$ cat config.mk
export PLATFORM = sky130hd
export DESIGN_NAME = ram_burst_master
export DESIGN_NICKNAME = d
export VERILOG_FILES = /design/src/rtl/ram_burst_master.sv
export SDC_FILE = /design/constraint.sdc
export NUM_CORES = 1
export LEC_CHECK = 0
export BUFFER_PORTS_ARGS = -buffer_cell sky130_fd_sc_hd__buf_2
export CORE_MARGIN = 2
export CORE_UTILIZATION = 48
export DETAILED_ROUTE_END_ITERATION = 16
export GPL_TIMING_DRIVEN = 0
export PLACE_DENSITY = 0.83
export SYNTH_ARGS = -nofsm -noshare
export SYNTH_HDL_FRONTEND = slang
export SYNTH_SLANG_ARGS = --single-unit
export TNS_END_PERCENT = 100
$ cat constraint.sdc
create_clock -name clk -period 2.24 [get_ports clk]
set_input_delay 0.448 -clock clk [delete_from_list [all_inputs] [get_ports clk]]
set_output_delay 0.448 -clock clk [all_outputs]
set_load 0.01 [all_outputs]
$ cat src/rtl/ram_burst_master.sv
// ram_burst_master: burst read/write initiator that owns the single-port ram,
// turning valid/ready bursts into registered ram cycles and a read-data stream.
module ram_burst_master #(
    parameter int ADDR_W = 10,
    parameter int DATA_W = 16,
    parameter int LEN_W  = 4,
    parameter int RD_LAT = 1
) (
    input  logic              clk,
    input  logic              rst,
    input  logic              req_valid,
    output logic              req_ready,
    input  logic              req_write,
    input  logic [ADDR_W-1:0] req_addr,
    input  logic [LEN_W-1:0]  req_len,
    input  logic              wr_valid,
    output logic              wr_ready,
    input  logic [DATA_W-1:0] wr_data,
    output logic              rd_valid,
    output logic [DATA_W-1:0] rd_data,
    output logic              done,
    output logic              busy,
    output logic              ram_write_n,
    output logic [ADDR_W-1:0] ram_addr,
    output logic [DATA_W-1:0] ram_data_in,
    input  logic [DATA_W-1:0] ram_data_out
);
    typedef enum logic [1:0] {IDLE, WRITE, READ, DRAIN} state_t;
    state_t state, state_nx;
    logic [ADDR_W-1:0] cur_addr;
    logic [LEN_W-1:0]  beats_left;
    logic [RD_LAT:0]   pipe;
    logic req_hs, wr_hs, last_beat, drain_done;
    assign req_ready  = state == IDLE && !rst;
    assign wr_ready   = state == WRITE && !rst;
    assign busy       = state != IDLE;
    assign req_hs     = req_valid && req_ready;
    assign wr_hs      = wr_valid && wr_ready;
    assign last_beat  = beats_left == '0;
    // only the oldest stage may still be occupied: that beat lands with done
    assign drain_done = state == DRAIN && pipe[RD_LAT-1:0] == '0;
    always_comb begin
        state_nx = state;
        case (state)
            IDLE:    if (req_hs) state_nx = req_write ? WRITE : READ;
            WRITE:   if (wr_hs && last_beat) state_nx = IDLE;
            READ:    if (last_beat) state_nx = DRAIN;
            DRAIN:   if (drain_done) state_nx = IDLE;
            default: state_nx = IDLE;
        endcase
    end
    always_ff @(posedge clk) begin
        if (rst) state <= IDLE;
        else     state <= state_nx;
    end
    always_ff @(posedge clk) begin
        if (rst) begin
            ram_write_n <= 1'b1;
            ram_addr    <= '0;
            ram_data_in <= '0;
            rd_valid    <= 1'b0;
            rd_data     <= '0;
            done        <= 1'b0;
            pipe        <= '0;
            cur_addr    <= '0;
            beats_left  <= '0;
        end else begin
            ram_write_n <= !wr_hs;
            done        <= (wr_hs && last_beat) || drain_done;
            pipe        <= {pipe[RD_LAT-1:0], state == READ};
            rd_valid    <= pipe[RD_LAT];
            if (pipe[RD_LAT]) rd_data <= ram_data_out;
            if (req_hs) begin
                cur_addr   <= req_addr;
                beats_left <= req_len;
            end else if (wr_hs || state == READ) begin
                cur_addr   <= cur_addr + 1'b1;
                beats_left <= beats_left - 1'b1;
            end
            if (wr_hs) begin
                ram_addr    <= cur_addr;
                ram_data_in <= wr_data;
            end else if (state == READ) begin
                ram_addr <= cur_addr;
            end
        end
    end
endmodule

==> impl_results.md, run 1 <==
- Fmax: 0.476 GHz
- Outcome: finished, final reports clean
- Most frequent cells in the layout: 103 x buf_2, 63 x dfxtp_1, 43 x nand2_1
- Pwr Density: slightly below 800 nW/um^2
- Clk sinks: 63
- Sw frac: 0.239
- Grt ovf: 0
- Buf/Inv on CP: 4
- Ant. Diodes: 0
- All-layer global routing usage: 0.207
- Hold Fails Final Rpt: 0
- Clk slew on worst S/H paths: approximately 0.070 ns
- Initial antenna violation count: 0
- Clk Latency, worst-skew pair: roughly 0.33 ns
- Mapped Cells: approximately 290
- Clock network power share: 0.413
- Leak: 1.45 nW
- Fin crit share: 0.937
- Die height: 77.2 um
- RSZ-0062 raised after global routing: no
- Core ar.: 5140 um^2
- CP Launch Type: input port
- Most used cell, CP: buf_2
- Nets: ~450
- Max clock buf depth: 2
- Final worst slack: between 0.1 and 0.15 ns
- Slew Limit Headroom: 0.573
- Post-synthesis async set-or-reset flop share: 0
- Total CTS buffers: 9
- Syn_nets: 340
- Switch Pwr: about 0.00064 W
- Main synth FF type: dfxtp_1
- Vias in the first global route: 2253
- Min Tclk post-route: ~2.1 ns
- Sequential share of power: 0.462
- Via count: ~2300
- Via/cell ratio: 5.00
- Most common cell after layout, fill and taps aside: buf_2
- Placement Setup Slack: -0.154 ns
- Port Buffers: between 90 and 100
- Sequential-to-total area share from yosys stat: 0.490
- Synthesized area: roughly 2600 um^2
- Critical path class: input port to primary output
- Initial DRC count: 80
- Slowest CP cell: buf_1
- ANT nets after route: 0
- Logic pwr share: 0.125
- Placement row count: 26
- Share of cells above drive strength 1: 0.330
- Post-synthesis average cell area: 8.97 um^2
- CP endpoint kind: primary output
- Largest net degree at the start of global routing: 20
- Synth warnings: 0
- Clk_skew: about 0.0085 ns
- Critical Path AT: between 1.5 and 2 ns
- Internal cell power: a little over 0.002 W
- Gpl congestion: ~0.87
- Slowest Stage Delay on Critical Path: about 0.54 ns
- HPWL after DPL: approximately 4400 um
- Cells along the critical path: buf_2 -> clkbuf_1 -> buf_1 -> nor3_1 -> buf_2
- Setup TNS: 0 ns
- Worst Max-Slew Pin Slew: ~0.64 ns
- Worst Path Required: 1.79 ns
- CTS tree: yes
- Slew Limit Fails: 0
- Post-synth top area share: 0.490
- Post-CTS Hold Fix Bufs: 0
- VDD IR max: about 550 uV
- Area Overhead vs Synth: 31.1%
- Drt drc: 0
- First-pass GRT wire length: 9830 um
- Netlist cell types: 39
- Io pins: 99
- Synth area leader: dfxtp_1
- Critical path peak fanout: 10
- Synth Register Bits: 63
- EDFF count, synth: 0
- Top cell family by delay on the critical path: buffers and inverters
- Max-Cap Viols: 0
- GR Layer Usage met3: 0.0565
- Die Footprint: about 6000 um^2
- Final Util: 0.656
- Drt total wl: between 5000 and 6000 um
- Grt met1 use: 0.242
- Global-route met2 utilization: 0.350
- Synth top area cells: dfxtp_1 49%, nand2_1 6.3%, mux2i_1 6.2%
- WL per Instance: about 13 um
- H-tree Lvls: 3
- Horiz. Die Dim: 77.2 um
- Fillcell total: ~460
- Busiest metal layer after global routing: met2
- Worst Hold Class: input port to flop
- Initial Util: 0.501
- # setup viols final: 0
- Drt first pass iters: 4
- CTS root buf: clkbuf_8
==> registers in the layout (all words and copies together) (netlist names) <==
name and count:
beats_left 4, cur_addr 10, done 1, pipe 2, ram_addr 10, ram_data_in 16, ram_write_n 1, rd_data 16
rd_valid 1, state 2
==> cells in the mapped netlist, drive strengths merged, types with 2 or more instances <==
cell,count
or2,3
o31ai,2
inv,5
nor2b,3
nor2,34
nor3,3
clkbuf,11
mux2i,16
dfxtp,63
nand2b,16
a21oi,12
nand2,43
buf,10
xor2,7
xnor2,2
a211oi,7
ha,2
o21ai,25
or3,3
o211ai,4
nand4,2
a311oi,5
==> routing by layer <==
layer	vias up	share of wire
met1	1082	0.44
met3	11	0.059
met2	71	0.48
met4	0	0.019
li1	1185	-
met5	-	0
==> through the flow <==
| stage | total power [W] | cells | instance area [um^2] | hold WS (ns) |
|---|---|---|---|---|
| after floorplan | 0.00146 | 287 | 2570 | 0.421 |
| after global placement | 0.00157 | 455 | 3150 | 0.437 |
| after detailed placement | 0.00158 | 455 | 3150 | 0.442 |
| after CTS | 0.00268 | 470 | 3370 | 0.300 |
| after global routing | 0.00278 | 470 | 3370 | 0.311 |
| final | 0.00266 | 470 | 3370 | 0.312 |
==> final cells by class <==
| class | count | area [um^2] | area share |
|---|---|---|---|
| sequential | 63 | 1260 | 0.374 |
| multi-input combinational | 198 | 1180 | 0.349 |
| timing repair buffer | 98 | 490 | 0.145 |
| clock buffer | 13 | 159 | 0.0471 |
| buffer | 20 | 113 | 0.0334 |
| tap | 70 | 87.6 | 0.0260 |
| clock inverter | 3 | 65.1 | 0.0193 |
| inverter | 5 | 18.8 | 0.00556 |
==> logic make-up after synthesis <==
kind of cell               after synthesis  share of synthesized area
AOI/OAI and AO/OA                       57                      0.150
and+or+nand+nor                        114                      0.205
muxes                                   16                     0.0622
buffers and inverters                   26                     0.0520
adders and majority gates                2                    0.00972
DFF                                     63                      0.490
xor gates and xnor gates                 9                     0.0306
==> timing repair <==
action / in CTS / in global routing
endpoints found under the hold margin: 0 / 0
endpoints found under the setup margin: 1 / 0
setup buffers: 0 / 0
resized for setup: 1 / 0
==> worst min-delay path: stages <==
cell and delay [ns]:
buf_2 0.07, nand2_1 0.03, o21ai_0 0.05
==> path summary, 6_finish.rpt <==
path / start / endpoint / slack [ns] / cells past startpoint
worst min register to register: ram_addr[9] / ram_addr[9] / 0.45 / 2
worst min-delay path: wr_data[7] / ram_data_in[7] / 0.31 / 3
worst max-delay path: rst / wr_ready / 0.14 / 5
worst max register to register: state[1] / ram_addr[4] / 0.48 / 7
==> power by group through the flow <==
stage / registers (W) / logic (W) / clock network [W]
detailed placement: 0.00125 / 0.000333 / 0
finish: 0.00123 / 0.000331 / 0.00110
floorplan: 0.00125 / 0.000200 / 0
global placement: 0.00125 / 0.000322 / 0
CTS: 0.00123 / 0.000334 / 0.00112
global route: 0.00124 / 0.000366 / 0.00117
Note: power is estimated with default switching activity, not from simulation.
==> inputs of run 2 (changes only) <==
--- a/config.mk
+++ b/config.mk
@@ -5,12 +5,13 @@
 export SDC_FILE = /design/constraint.sdc
 export NUM_CORES = 1
 export LEC_CHECK = 0
+export ABC_AREA = 1
 export BUFFER_PORTS_ARGS = -buffer_cell sky130_fd_sc_hd__buf_2
 export CORE_MARGIN = 2
-export CORE_UTILIZATION = 48
+export CORE_UTILIZATION = 49
 export DETAILED_ROUTE_END_ITERATION = 16
 export GPL_TIMING_DRIVEN = 0
-export PLACE_DENSITY = 0.83
+export PLACE_DENSITY = 0.84
 export SYNTH_ARGS = -nofsm -noshare
 export SYNTH_HDL_FRONTEND = slang
 export SYNTH_SLANG_ARGS = --single-unit
==> constraint.sdc (replaced) <==
create_clock -name clk -period 2.24 [get_ports clk]
set_input_delay 0.448 -clock clk [delete_from_list [all_inputs] [get_ports clk]]
set_output_delay 0.448 -clock clk [all_outputs]
set_load 0.05 [all_outputs]
==> run 2 against run 1 <==
  * Area after synthesis increased by 3.0%
  * Register-to-register slack improved by 0.37 ns
  * Routed wire length increased by 7.4%
  * Sequential share of layout area decreased by 0.44 points
  * Die area increased by 0.87%
  * Cell area increased by 1.2%
  * Critical path depth decreased by 1
  * Largest cell class unchanged
==> impl_results.md, run 2 <==
- Io pins: 99 (unchanged)
- Most used cell, CP: buf_2 (unchanged)
- Buf/Inv on CP: 3 (was 4)
- Setup repair bufs after CTS: 0 (unchanged)
- Initial Util: 0.513 (was 0.501)
- Leak: 1.83 nW (was 1.45 nW)
- Critical path peak fanout: 10 (unchanged)
- Most common cell after layout, fill and taps aside: buf_2 (unchanged)
- Via count: 2704 (was 2349)
- Fin crit share: 0.784 (was 0.937)
- Horiz. Die Dim: 77.6 um (was 77.2 um)
- Clk Latency, worst-skew pair: 0.34 ns (was 0.33 ns)
- Die Footprint: 6020 um^2 (was 5960 um^2)
- Clk slew on worst S/H paths: 0.07 ns (about the same)
- Critical path class: input port to primary output (unchanged)
- Outcome: finished, final reports clean (unchanged)
- Top cell family by delay on the critical path: buffers and inverters (unchanged)
- Critical path depth: 4 (was 5)
- EDFF count, synth: 0 (unchanged)
- Synthesized area: 2650 um^2 (was 2570 um^2)
- Mapped Cells: 376 (was 287)
- Drt drc: 0 (unchanged)
- Hold Fails Final Rpt: 0 (unchanged)
- Cells along the critical path: buf_2 -> clkbuf_1 -> nor2_1 -> buf_2 (was buf_2 -> clkbuf_1 -> buf_1 -> nor3_1 -> buf_2)
- CP Launch Type: input port (unchanged)
- Placement row count: 26 (unchanged)
- Most frequent cells in the layout: 103 x buf_2, 92 x nand2_1, 63 x dfxtp_1 (was 103 x buf_2, 63 x dfxtp_1, 43 x nand2_1)
- # setup viols final: 0 (unchanged)
- Drt first pass iters: 4 (unchanged)
- Via/cell ratio: 4.83 (was 5.00)
- Synth area leader: dfxtp_1 (unchanged)
- CTS root buf: clkbuf_8 (unchanged)
- Slew Limit Fails: 0 (unchanged)
- Sequential-to-total area share from yosys stat: 0.476 (was 0.490)
- Post-synthesis average cell area: 7.05 um^2 (was 8.97 um^2)
- Clk_skew: 0.00620 ns (was 0.00849 ns)
- Vias in the first global route: 2539 (was 2253)
- Share of cells above drive strength 1: 0.265 (was 0.330)
- Critical Path AT: 1.31 ns (was 1.65 ns)
- Post-synth top area share: 0.476 (was 0.490)
- Largest net degree at the start of global routing: 12 (was 20)
- Max-Cap Viols: 0 (unchanged)
- Area Overhead vs Synth: 28.7% (was 31.1%)
- VDD IR max: 531 uV (was 553 uV)
- Main synth FF type: dfxtp_1 (unchanged)
- Most numerous cell in the Yosys netlist: nand2_1 (was dfxtp_1)
- List of most frequent post-synthesis cells: 92 x nand2_1, 63 x dfxtp_1, 60 x nor2_1 (was 63 x dfxtp_1, 43 x nand2_1, 34 x nor2_1)
- Biggest registers after layout: ram_data_in x16, rd_data x16 (unchanged)
- Grt ovf: 0 (unchanged)
- Ant. Diodes: 0 (unchanged)
- Final worst slack: 0.484 ns (was 0.141 ns)
- Initial DRC count: 88 (was 80)
- Min Hold Slack: 0.296 ns (was 0.312 ns)
- Slew Limit Headroom: 0.668 (was 0.573)
- CP endpoint kind: primary output (unchanged)
- Pwr Density: 893 nW/um^2 (was 788 nW/um^2)
- Reg2reg setup slack: 0.85 ns (was 0.48 ns)
- First-pass GRT wire length: 10700 um (was 9830 um)
- Synth warnings: 0 (unchanged)
- Synth Register Bits: 63 (unchanged)
- ANT nets after route: 0 (unchanged)
- WL per Instance: 11.5 um (was 12.7 um)
- Slowest Stage Delay on Critical Path: 0.41 ns (was 0.54 ns)
- R2R depth: 8 (was 7)
- Fmax: 0.569 GHz (was 0.476 GHz)
- Die height: 77.6 um (was 77.2 um)
- Worst Max-Slew Pin Slew: 0.498 ns (was 0.641 ns)
- Synth top area cells: dfxtp_1 48%, nand2_1 13%, nor2_1 8.5% (was dfxtp_1 49%, nand2_1 6.3%, mux2i_1 6.2%)
- Min Tclk post-route: 1.76 ns (was 2.10 ns)
- Total CTS buffers: 9 (unchanged)
- Final std cells w/o fill: 560 (was 470)
- Core ar.: 5170 um^2 (was 5140 um^2)
- Power, Total: 0.00305 W (was 0.00266 W)
- Post-synthesis async set-or-reset flop share: 0 (unchanged)
- Netlist cell types: 25 (was 39)
- Hold path depth: 3 (unchanged)
- Drt total wl: 6420 um (was 5970 um)
- Nets: 538 (was 448)
- Post-CTS Hold Fix Bufs: 0 (unchanged)
- Worst Path Required: 1.79 ns (about the same)
- Syn_nets: 429 (was 340)
- H-tree Lvls: 3 (unchanged)
- Placed Cells: 544 (was 455)
- RSZ-0062 raised after global routing: no (unchanged)
- PostCTS Resize Cnt: 0 (was 1)
- Fillcell total: 478 (was 461)
- Clk sinks: 63 (unchanged)
- Port Buffers: 98 (unchanged)
- HPWL after DPL: 4760 um (was 4380 um)
- Worst Hold Class: input port to flop (unchanged)
- Initial antenna violation count: 0 (unchanged)
- Gpl congestion: 0.894 (was 0.867)
- Slowest CP cell: clkbuf_1 (was buf_1)
- Max clock buf depth: 2 (unchanged)
- All-layer global routing usage: 0.225 (was 0.207)
- Setup TNS: 0 ns (unchanged)
- CTS tree: yes (unchanged)
- Placement Setup Slack: 0.463 ns (was -0.154 ns)
run 2: cell count changes in the layout (fill, tap and decap cells not counted), sizes merged, moves of 16 or more:
cell    before  now
nand3        1   37
mux2i       16    0
nor2        34   61
nand2b      16    0
nand2       43   92
inv          5   37
run 2: per-stage QoR:
step	area (um^2)	utilization
6_report	3410	0.660
5_1_grt	3410	0.660
4_1_cts	3410	0.660
3_5_place_dp	3230	0.624
3_3_place_gp	3230	0.624
2_1_floorplan	2650	-
run 2: worst register-to-register path, stage by stage, from the launching register on:
cell     delay (ns)
dfxtp_1        0.41
ha_1           0.20
nand2_1        0.12
nor2_1         0.19
nand3_1        0.09
nand2_1        0.06
nand3_1        0.06
nand2_1        0.07
a21oi_1        0.06
run 2: path summary, 6_finish.rpt:
path                                     start             end
worst max-delay path                       rst       req_ready
worst min register to register  ram_data_in[2]  ram_data_in[2]
worst min-delay path                wr_data[9]  ram_data_in[9]
worst max register to register     cur_addr[1]     cur_addr[8]
run 2: kinds of logic (layout without fill, tap and decap cells):
| kind of cell | Yosys count | after routing | share of synthesized area |
|---|---|---|---|
| DFF | 63 | 63 | 0.476 |
| AOI/OAI and AO/OA | 58 | 58 | 0.115 |
| xor gates and xnor gates | 1 | 1 | 0.00330 |
| and+or+nand+nor | 197 | 197 | 0.309 |
| buffers and inverters | 55 | 169 | 0.0878 |
| adders and majority gates | 2 | 2 | 0.00944 |
run 2: final cells by class:
class                   count  area, um^2  area share
multi-input cells         258        1160       0.339
flip-flops and latches     63        1260       0.370
inverters                  39         148      0.0433
repair buffers             98         490       0.144
clock buffers              11         151      0.0444
well taps                  70        87.6      0.0257
plain buffers              16        85.1      0.0249
clock inverters             5        32.5     0.00953
run 2: layer usage:
layer / track usage / part of all wire / vias up
met1: 0.262 / 0.46 / 1195
li1: - / - / 1414
met2: 0.380 / 0.46 / 81
met4: 0.116 / 0.022 / 0
met5: 0 / 0 / -
met3: 0.0593 / 0.065 / 14
run 2: power by group:
part | total [W] | switching (W) | internal (W)
Sequential | 0.00132 | 0.0000804 | 0.00124
Combinational | 0.000831 | 0.000586 | 0.000245
Clock | 0.000902 | 0.000445 | 0.000457
Total | 0.00305 | 0.00111 | 0.00194
